$ cat config.mk
export PLATFORM = sky130hd
export DESIGN_NAME = y86_imem_loader
export DESIGN_NICKNAME = d
export VERILOG_FILES = /design/src/rtl/y86_pkg.sv /design/src/rtl/loader_timeout.sv /design/src/rtl/y86_imem_loader.sv
export SDC_FILE = /design/constraint.sdc
export NUM_CORES = 1
export LEC_CHECK = 0
export ABC_AREA = 1
export CORE_MARGIN = 2
export CORE_UTILIZATION = 55
export DETAILED_ROUTE_END_ITERATION = 16
export GPL_ROUTABILITY_DRIVEN = 0
export HOLD_SLACK_MARGIN = 0.12
export PLACE_DENSITY = 0.76
export SLEW_MARGIN = 30
export SYNTH_ARGS = -nofsm -noshare
export SYNTH_HDL_FRONTEND = slang
export SYNTH_SLANG_ARGS = --single-unit
$ cat constraint.sdc
create_clock -name clk -period 3.1 [get_ports clk]
set_input_delay 0.62 -clock clk [delete_from_list [all_inputs] [get_ports clk]]
set_output_delay 0.62 -clock clk [all_outputs]
set_load 0.02 [all_outputs]
$ cat src/rtl/y86_pkg.sv
// y86_pkg: shared Y86 constants, loader frame magic, loader states and error codes
package y86_pkg;
  localparam logic [7:0] LOADER_MAGIC = 8'hA5;
  typedef enum logic [2:0] {
    LD_IDLE,
    LD_ADDR_HI,
    LD_ADDR_LO,
    LD_LEN_HI,
    LD_LEN_LO,
    LD_DATA,
    LD_CSUM
  } loader_state_e;
  localparam logic [1:0] ERR_NONE = 2'd0;
  localparam logic [1:0] ERR_CSUM = 2'd1;
  localparam logic [1:0] ERR_LEN  = 2'd2;
  localparam logic [1:0] ERR_TMO  = 2'd3;
  localparam logic [3:0] I_HALT   = 4'h0;
  localparam logic [3:0] I_NOP    = 4'h1;
  localparam logic [3:0] I_RRMOVQ = 4'h2;
  localparam logic [3:0] I_IRMOVQ = 4'h3;
  localparam logic [3:0] I_RMMOVQ = 4'h4;
  localparam logic [3:0] I_MRMOVQ = 4'h5;
  localparam logic [3:0] I_OPQ    = 4'h6;
  localparam logic [3:0] I_JXX    = 4'h7;
  localparam logic [3:0] I_CALL   = 4'h8;
  localparam logic [3:0] I_RET    = 4'h9;
  localparam logic [3:0] I_PUSHQ  = 4'hA;
  localparam logic [3:0] I_POPQ   = 4'hB;
endpackage

$ cat src/rtl/loader_timeout.sv
// loader_timeout: idle-cycle counter that expires after TIMEOUT_CYCLES cycles without a kick
module loader_timeout #(
  parameter int unsigned TIMEOUT_CYCLES = 65535
) (
  input  logic clk,
  input  logic reset,
  input  logic run,
  input  logic kick,
  output logic expired
);
  localparam int unsigned CW = TIMEOUT_CYCLES > 1 ? $clog2(TIMEOUT_CYCLES) : 1;
  localparam logic [CW-1:0] LAST = CW'(TIMEOUT_CYCLES - 1);
  logic [CW-1:0] cnt;
  // count idle cycles while running; any beat, stop or expiry restarts from zero
  always_ff @(posedge clk)
    cnt <= (reset || !run || kick || expired) ? '0 : cnt + 1'b1;
  assign expired = (TIMEOUT_CYCLES != 0) && run && !kick && (cnt == LAST);
endmodule

$ cat src/rtl/y86_imem_loader.sv
// y86_imem_loader: framed byte stream to instruction RAM writer with checksum-gated processor release
module y86_imem_loader
  import y86_pkg::*;
#(
  parameter int unsigned ADDR_W         = 10,
  parameter int unsigned TIMEOUT_CYCLES = 65535,
  parameter bit          HOLD_AT_RESET  = 1'b1
) (
  input  logic              clk,
  input  logic              reset,
  input  logic              in_valid,
  input  logic [7:0]        in_data,
  output logic              in_ready,
  output logic              mem_wen,
  output logic [ADDR_W-1:0] mem_waddr,
  output logic [7:0]        mem_wdata,
  output logic              cpu_hold,
  output logic              done,
  output logic              boot_pulse,
  output logic [1:0]        err_code
);
  localparam int unsigned MEM_BYTES = 1 << ADDR_W;
  loader_state_e state, state_d;
  logic [7:0]        addr_hi, len_hi, sum;
  logic [ADDR_W-1:0] ptr;
  logic [15:0]       remaining, len;
  logic              beat, expired, too_long;
  assign in_ready = 1'b1;
  assign beat     = in_valid;
  assign len      = {len_hi, in_data};
  assign too_long = 32'(len) > MEM_BYTES;
  loader_timeout #(.TIMEOUT_CYCLES(TIMEOUT_CYCLES)) u_timeout (
    .clk     (clk),
    .reset   (reset),
    .run     (state != LD_IDLE),
    .kick    (beat),
    .expired (expired)
  );
  // state register
  always_ff @(posedge clk)
    state <= reset ? LD_IDLE : state_d;
  // next state: beats advance the frame, an expiry without a beat abandons it
  always_comb begin
    state_d = state;
    if (beat)
      case (state)
        LD_IDLE:    state_d = in_data == LOADER_MAGIC ? LD_ADDR_HI : LD_IDLE;
        LD_ADDR_HI: state_d = LD_ADDR_LO;
        LD_ADDR_LO: state_d = LD_LEN_HI;
        LD_LEN_HI:  state_d = LD_LEN_LO;
        LD_LEN_LO:  state_d = too_long ? LD_IDLE : (len == 16'd0 ? LD_CSUM : LD_DATA);
        LD_DATA:    state_d = remaining == 16'd1 ? LD_CSUM : LD_DATA;
        default:    state_d = LD_IDLE;
      endcase
    else if (expired)
      state_d = LD_IDLE;
  end
  // datapath and status: write port registered one cycle after each payload beat
  always_ff @(posedge clk) begin
    if (reset) begin
      mem_wen    <= 1'b0;
      mem_waddr  <= '0;
      mem_wdata  <= '0;
      cpu_hold   <= HOLD_AT_RESET;
      done       <= 1'b0;
      boot_pulse <= 1'b0;
      err_code   <= ERR_NONE;
      addr_hi    <= '0;
      len_hi     <= '0;
      sum        <= '0;
      ptr        <= '0;
      remaining  <= '0;
    end else begin
      mem_wen    <= 1'b0;
      boot_pulse <= 1'b0;
      if (expired) err_code <= ERR_TMO;
      if (beat)
        case (state)
          LD_IDLE:
            if (in_data == LOADER_MAGIC) begin
              cpu_hold <= 1'b1;
              done     <= 1'b0;
              err_code <= ERR_NONE;
              sum      <= '0;
            end
          LD_ADDR_HI: addr_hi <= in_data;
          LD_ADDR_LO: ptr <= ADDR_W'({addr_hi, in_data});
          LD_LEN_HI:  len_hi <= in_data;
          LD_LEN_LO: begin
            remaining <= len;
            if (too_long) err_code <= ERR_LEN;
          end
          LD_DATA: begin
            mem_wen   <= 1'b1;
            mem_waddr <= ptr;
            mem_wdata <= in_data;
            ptr       <= ptr + 1'b1;
            sum       <= sum + in_data;
            remaining <= remaining - 16'd1;
          end
          default:
            if (in_data == sum) begin
              done       <= 1'b1;
              cpu_hold   <= 1'b0;
              boot_pulse <= 1'b1;
            end else
              err_code <= ERR_CSUM;
        endcase
    end
  end
endmodule
==> After elaboration in Yosys (flattened, before gate mapping) <==
Cells that the tools add are included.
{ "totals": {"regBits": 87, "latchBits": 0, "mem_bits_rw": 0, "romBits": 0, "output_inout_bits": 25, "elab_cells": 82, "mem_count": 0} }
{ "classes": {"n_addsub": 4, "multipliers": 0, "div": 0, "order_cmp": 1, "n_eq_ne": 10, "n_shift": 0, "muxes": 25, "n_bitwise": 2, "reduce_logical": 26} }
{ "ops": {"columns": ["operator", "count"], "rows": [
  ["case mux 16 bit (2 select lines)", 1],
  ["case mux 10 bit (2 select lines)", 1],
  ["case mux 3 bit (6 select lines)", 1],
  ["adder 16 x 1 -> 16 bit (second input constant)", 1],
  ["equality test 16 x 1 -> 1 bit (second input constant)", 1],
  ["equality test 16 bit (second input constant)", 1],
  ["greater-than comparator 16 x 11 -> 1 bit (second input constant)", 1],
  ["zero test 16 bit", 1],
  ["case mux 8 bit (2 select lines)", 1],
  ["subtractor 16 x 1 -> 16 bit (second input constant)", 1],
  ["two-way mux 2 bit", 7],
  ["adder 10 x 1 -> 10 bit (second input constant)", 1],
  ["AND reduction 2 bit", 5],
  ["nonzero test 2 bit", 5],
  ["two-way mux 3 bit", 3],
  ["adder 8 bit", 1],
  ["equality test 8 bit", 1],
  ["equality test 8 bit (second input constant)", 1],
  ["two-way mux 8 bit", 1],
  ["OR reduction 8 bit", 1],
  ["two-way mux 1 bit", 7],
  ["equality test 3 x 2 -> 1 bit (second input constant)", 2],
  ["equality test 3 bit (second input constant)", 2],
  ["case mux 2 bit (3 select lines)", 1],
  ["14 further kinds", 20]
]} }

==> Longest topological paths before layout <==
{ "logic_depth": {"depth_word": 7, "ltp_mapped": 10, "mapped_depth_nobuf": 10} }

==> By module <==
Synthesis repeated with hierarchy kept, for this count alone.
{ "unflattened": {"hier_cells": 693, "area_unflattened_um2": 4636.9} }
{ "by_module_without_submodules": {"columns": ["module", "instances", "cells_per_inst", "area_each_um2", "seq_area_each_um2"], "rows": [
  ["y86_imem_loader", 1, 577, 3821.2, 1421.4],
  ["loader_timeout", 1, 116, 815.8, 320.3]
]} }

==> Least setup slack after synthesis <==
Ideal clock, no wire load.
{ "synth_path": {"path_kind": "input -> register", "startpoint": "in in_data[0]", "endpoint": "reg sum[6]", "setup_ns": 0.132, "arrival_ns": 1.607, "path_slack_ns": 1.361, "path_stages": 9, "path_buffers": 0, "cell_sequence": "ha_1 inv_1 fa_1 inv_1 nand4_1 nand3_1 nand2_1 nand3_1 a21oi_1"} }
{ "synth_between": {"elab_chain_len": 3, "elab_cells_between_ends": 5, "classes_between": "add/sub (1); eq/ne (2); mux (1); reduce/logical (1)"} }
{ "synth_rtl": {"columns": ["item", "line", "text"], "rows": [
  ["start, declared", "y86_imem_loader.sv:12", "input logic [7:0] in_data,"],
  ["parallel branches: the longest is 3 deep, another holds adder 8 bit", null, null],
  ["end signal, assigned", "y86_imem_loader.sv:98", "sum <= sum + in_data;"],
  ["end, declared", "y86_imem_loader.sv:24", "logic [7:0] addr_hi, len_hi, sum;"]
]} }
Parallel ways; which one is timed is not known.
A chain may end at the register's enable or synchronous reset.

==> Worst setup path in the final report <==
{ "layout_path": {"startpoint": "in in_valid", "endpoint": "reg ptr[9]"} }
{ "layout_between": {"elab_chain_len": 1} }
{ "layout_rtl": {"columns": ["item", "line", "text"], "rows": [
  ["start, declared", "y86_imem_loader.sv:11", "input logic in_valid,"],
  ["AND reduction 2 bit (no source line)", null, null],
  ["end signal, assigned", "y86_imem_loader.sv:87", "LD_ADDR_LO: ptr <= ADDR_W'({addr_hi, in_data});"],
  ["end signal, assigned", "y86_imem_loader.sv:97", "ptr <= ptr + 1'b1;"],
  ["end, declared", "y86_imem_loader.sv:25", "logic [ADDR_W-1:0] ptr;"]
]} }
No other way between the ends.

==> metrics <==
outcome finished clean; FMAX 451 MHz; detailed-route wire length 11200 um; Root Buffer Master clkbuf_8; Mapped Area 4630 um2; Setup TNS 0 ns; overall fraction of global-route tracks in use 26.4%; Post-Syn Area per Cell 6.75 um2; CP arrival 2.51 ns; Critical Path Source in_valid; RSZ-0062 raised after global routing false; DR vias/cell 5.48; Required @ worst endpoint 3.39 ns; I/O pin cnt 36; FP Rows 33; core area 8180 um2; first-pass GRT wire length 19100 um; CTS sink count 87; syn_nets 710; FF-to-FF path depth 8; gr ovfl total 0; Slew Limit Fails 0; terminus of the critical flop-to-flop path state[1]; vias in the first global route 4158; Cells after Synth 686; HP Class reg -> reg; Seq cells post-synth 87; CTS resizes 0; Area Growth Syn to Fin 11.8%; largest net degree at the start of global routing 41; Placed Cells 802; # Post-CTS Setup Buffers 0; max_cap viols 0; initial DRC count 321; HPWL Detailed 8150 um; Setup crit end ptr[9]; Max FO, Critical Path 15; Yosys Warn Count 0; Initial Utilization 56.6%; post-route insts no fill 818; most common library cell in the layout ignoring fill and taps nand2_1; share of layout cells above drive strength 1 5.19%; Die Footprint 9170 um2; PD cells 385 nW/um2; Final Util 63.3%; clk slew on worst S/H paths 0.09 ns; height of the die 95.8 um; type of the worst setup path in -> reg; library cells used by synthesis 42; leading area contributor after synthesis dfxtp_1; die span in x 95.8 um; period utilisation layout 71.5%; top cells by area, synth dfxtp_1 38%, nand2_1 11%, nor2_1 8.4%; Post-synth EDFFs 0; crit path time final 2.22 ns; vias 4484; Hold-fix buffers, CTS 0; total chip power 2.00 mW; Fin. Hold Viols 0; post-synthesis sequential area ratio 37.6%; filler instances 792; clk buf depth 2; htree depth 3; Routed wire per std cell 13.7 um; initial antenna violation count 0; register-to-register setup slack 0.96 ns; Lkg Pwr 2.15 nW; Final Setup Violations 0; First-pass DRT Iterations 5; ys flop type dfxtp_1; Peak VDD IR 0.000331 V; hold slack 0.469 ns; Worst Skew 0.00921 ns; Clk Latency, worst-skew pair 0.37 ns; ys async rst share 0%; TritonCTS clock tree done; startpoint types input pin; relative slew slack 53.3%; RR Startpoint state[0]; Buffers on Ports 34; Final ANT Viol Nets 0; top cell type's share of synthesized area 37.6%; CP endpoint kind flip-flop; Worst Tran Pin Value 0.699 ns; NumNets Final 732; most frequent cells in the layout 133 x nand2_1, 104 x nor2_1, 87 x dfxtp_1, 69 x inv_1; DR DRC count 0; TritonCTS Buffers 9; Ant. Diodes 0
==> logic make-up after synthesis <==
family | synth area share, %
compound gates | 16.4
fa+ha+maj | 3.67
xor+xnor | 2.08
simple gates | 31.0
other cells | 0.0810
flops | 37.6
buf+inv | 9.13
==> critical path, cell delays in order <==
cell,delay [ns]
clkdlybuf4s50_1,0.64
inv_1,0.29
nor2_4,0.37
nor2_4,0.09
inv_4,0.15
o21a_1,0.15
nand2_1,0.05
a21oi_1,0.14
==> worst min path at each step <==
| stage | start | to | slack, ns | cells past startpoint |
|---|---|---|---|---|
| final | u_timeout.cnt[0] | u_timeout.cnt[0] | 0.47 | 1 |
| after global routing | sum[5] | sum[5] | 0.51 | 2 |
| after CTS | u_timeout.cnt[0] | u_timeout.cnt[0] | 0.47 | 1 |
| after detailed placement | u_timeout.cnt[0] | u_timeout.cnt[0] | 0.45 | 1 |
| after global placement | u_timeout.cnt[0] | u_timeout.cnt[0] | 0.44 | 1 |
| after floorplan | u_timeout.cnt[0] | u_timeout.cnt[0] | 0.43 | 1 |
==> registers in the layout, indices dropped and copies added, names as in the netlist <==
name	cells
cpu_hold	1
mem_wdata	8
err_code	2
len_hi	8
mem_waddr	10
ptr	10
mem_wen	1
sum	8
done	1
remaining	16
addr_hi	2
boot_pulse	1
u_timeout.cnt	16
state	3
==> per-layer routing <==
layer | vias up | share of wire, % | track usage, %
met5 | - | 0 | 0
met4 | 0 | 2.8 | 9.52
met3 | 29 | 5.2 | 5.95
met2 | 117 | 46 | 42.5
met1 | 2053 | 46 | 34.9
li1 | 2285 | - | -
==> stage by stage <==
stage	area [um2]	setup slack, ns
2_1_floorplan	4630	1.36
3_5_place_dp	4980	0.531
3_3_place_gp	4980	0.547
5_1_grt	5180	0.724
6_report	5180	0.884
4_1_cts	5180	0.904
==> synth_stat cells (3+ instances only) <==
library cell and count:
xnor2_1 4, inv_1 69, a21oi_1 60, buf_6 3, nor2_2 5, nor3b_1 3
o21ai_1 6, ha_1 12, buf_2 13, xor2_1 7, nand3b_1 3, nand2_1 133
o21ai_0 60, nand3_1 49, nor3_1 11, a31oi_1 11, dfxtp_1 87, nand4_1 9
clkbuf_1 8, nor2_1 104
==> power by group <==
part           switching, mW  internal (mW)  total (mW)
registers           0.000173           1.12        1.12
logic                 0.0563         0.0256      0.0819
clock network          0.463          0.334       0.797
==> layout make-up <==
cell class	count	area, um2	share of cell area [%]
sequential	87	1740	33.6
clock inverter	6	55.1	1.06
multi-input combinational	500	2470	47.6
timing repair buffer	38	370	7.15
tap	105	131	2.54
clock buffer	10	138	2.66
inverter	72	275	5.32
Note: power is estimated with default switching activity, not from simulation.
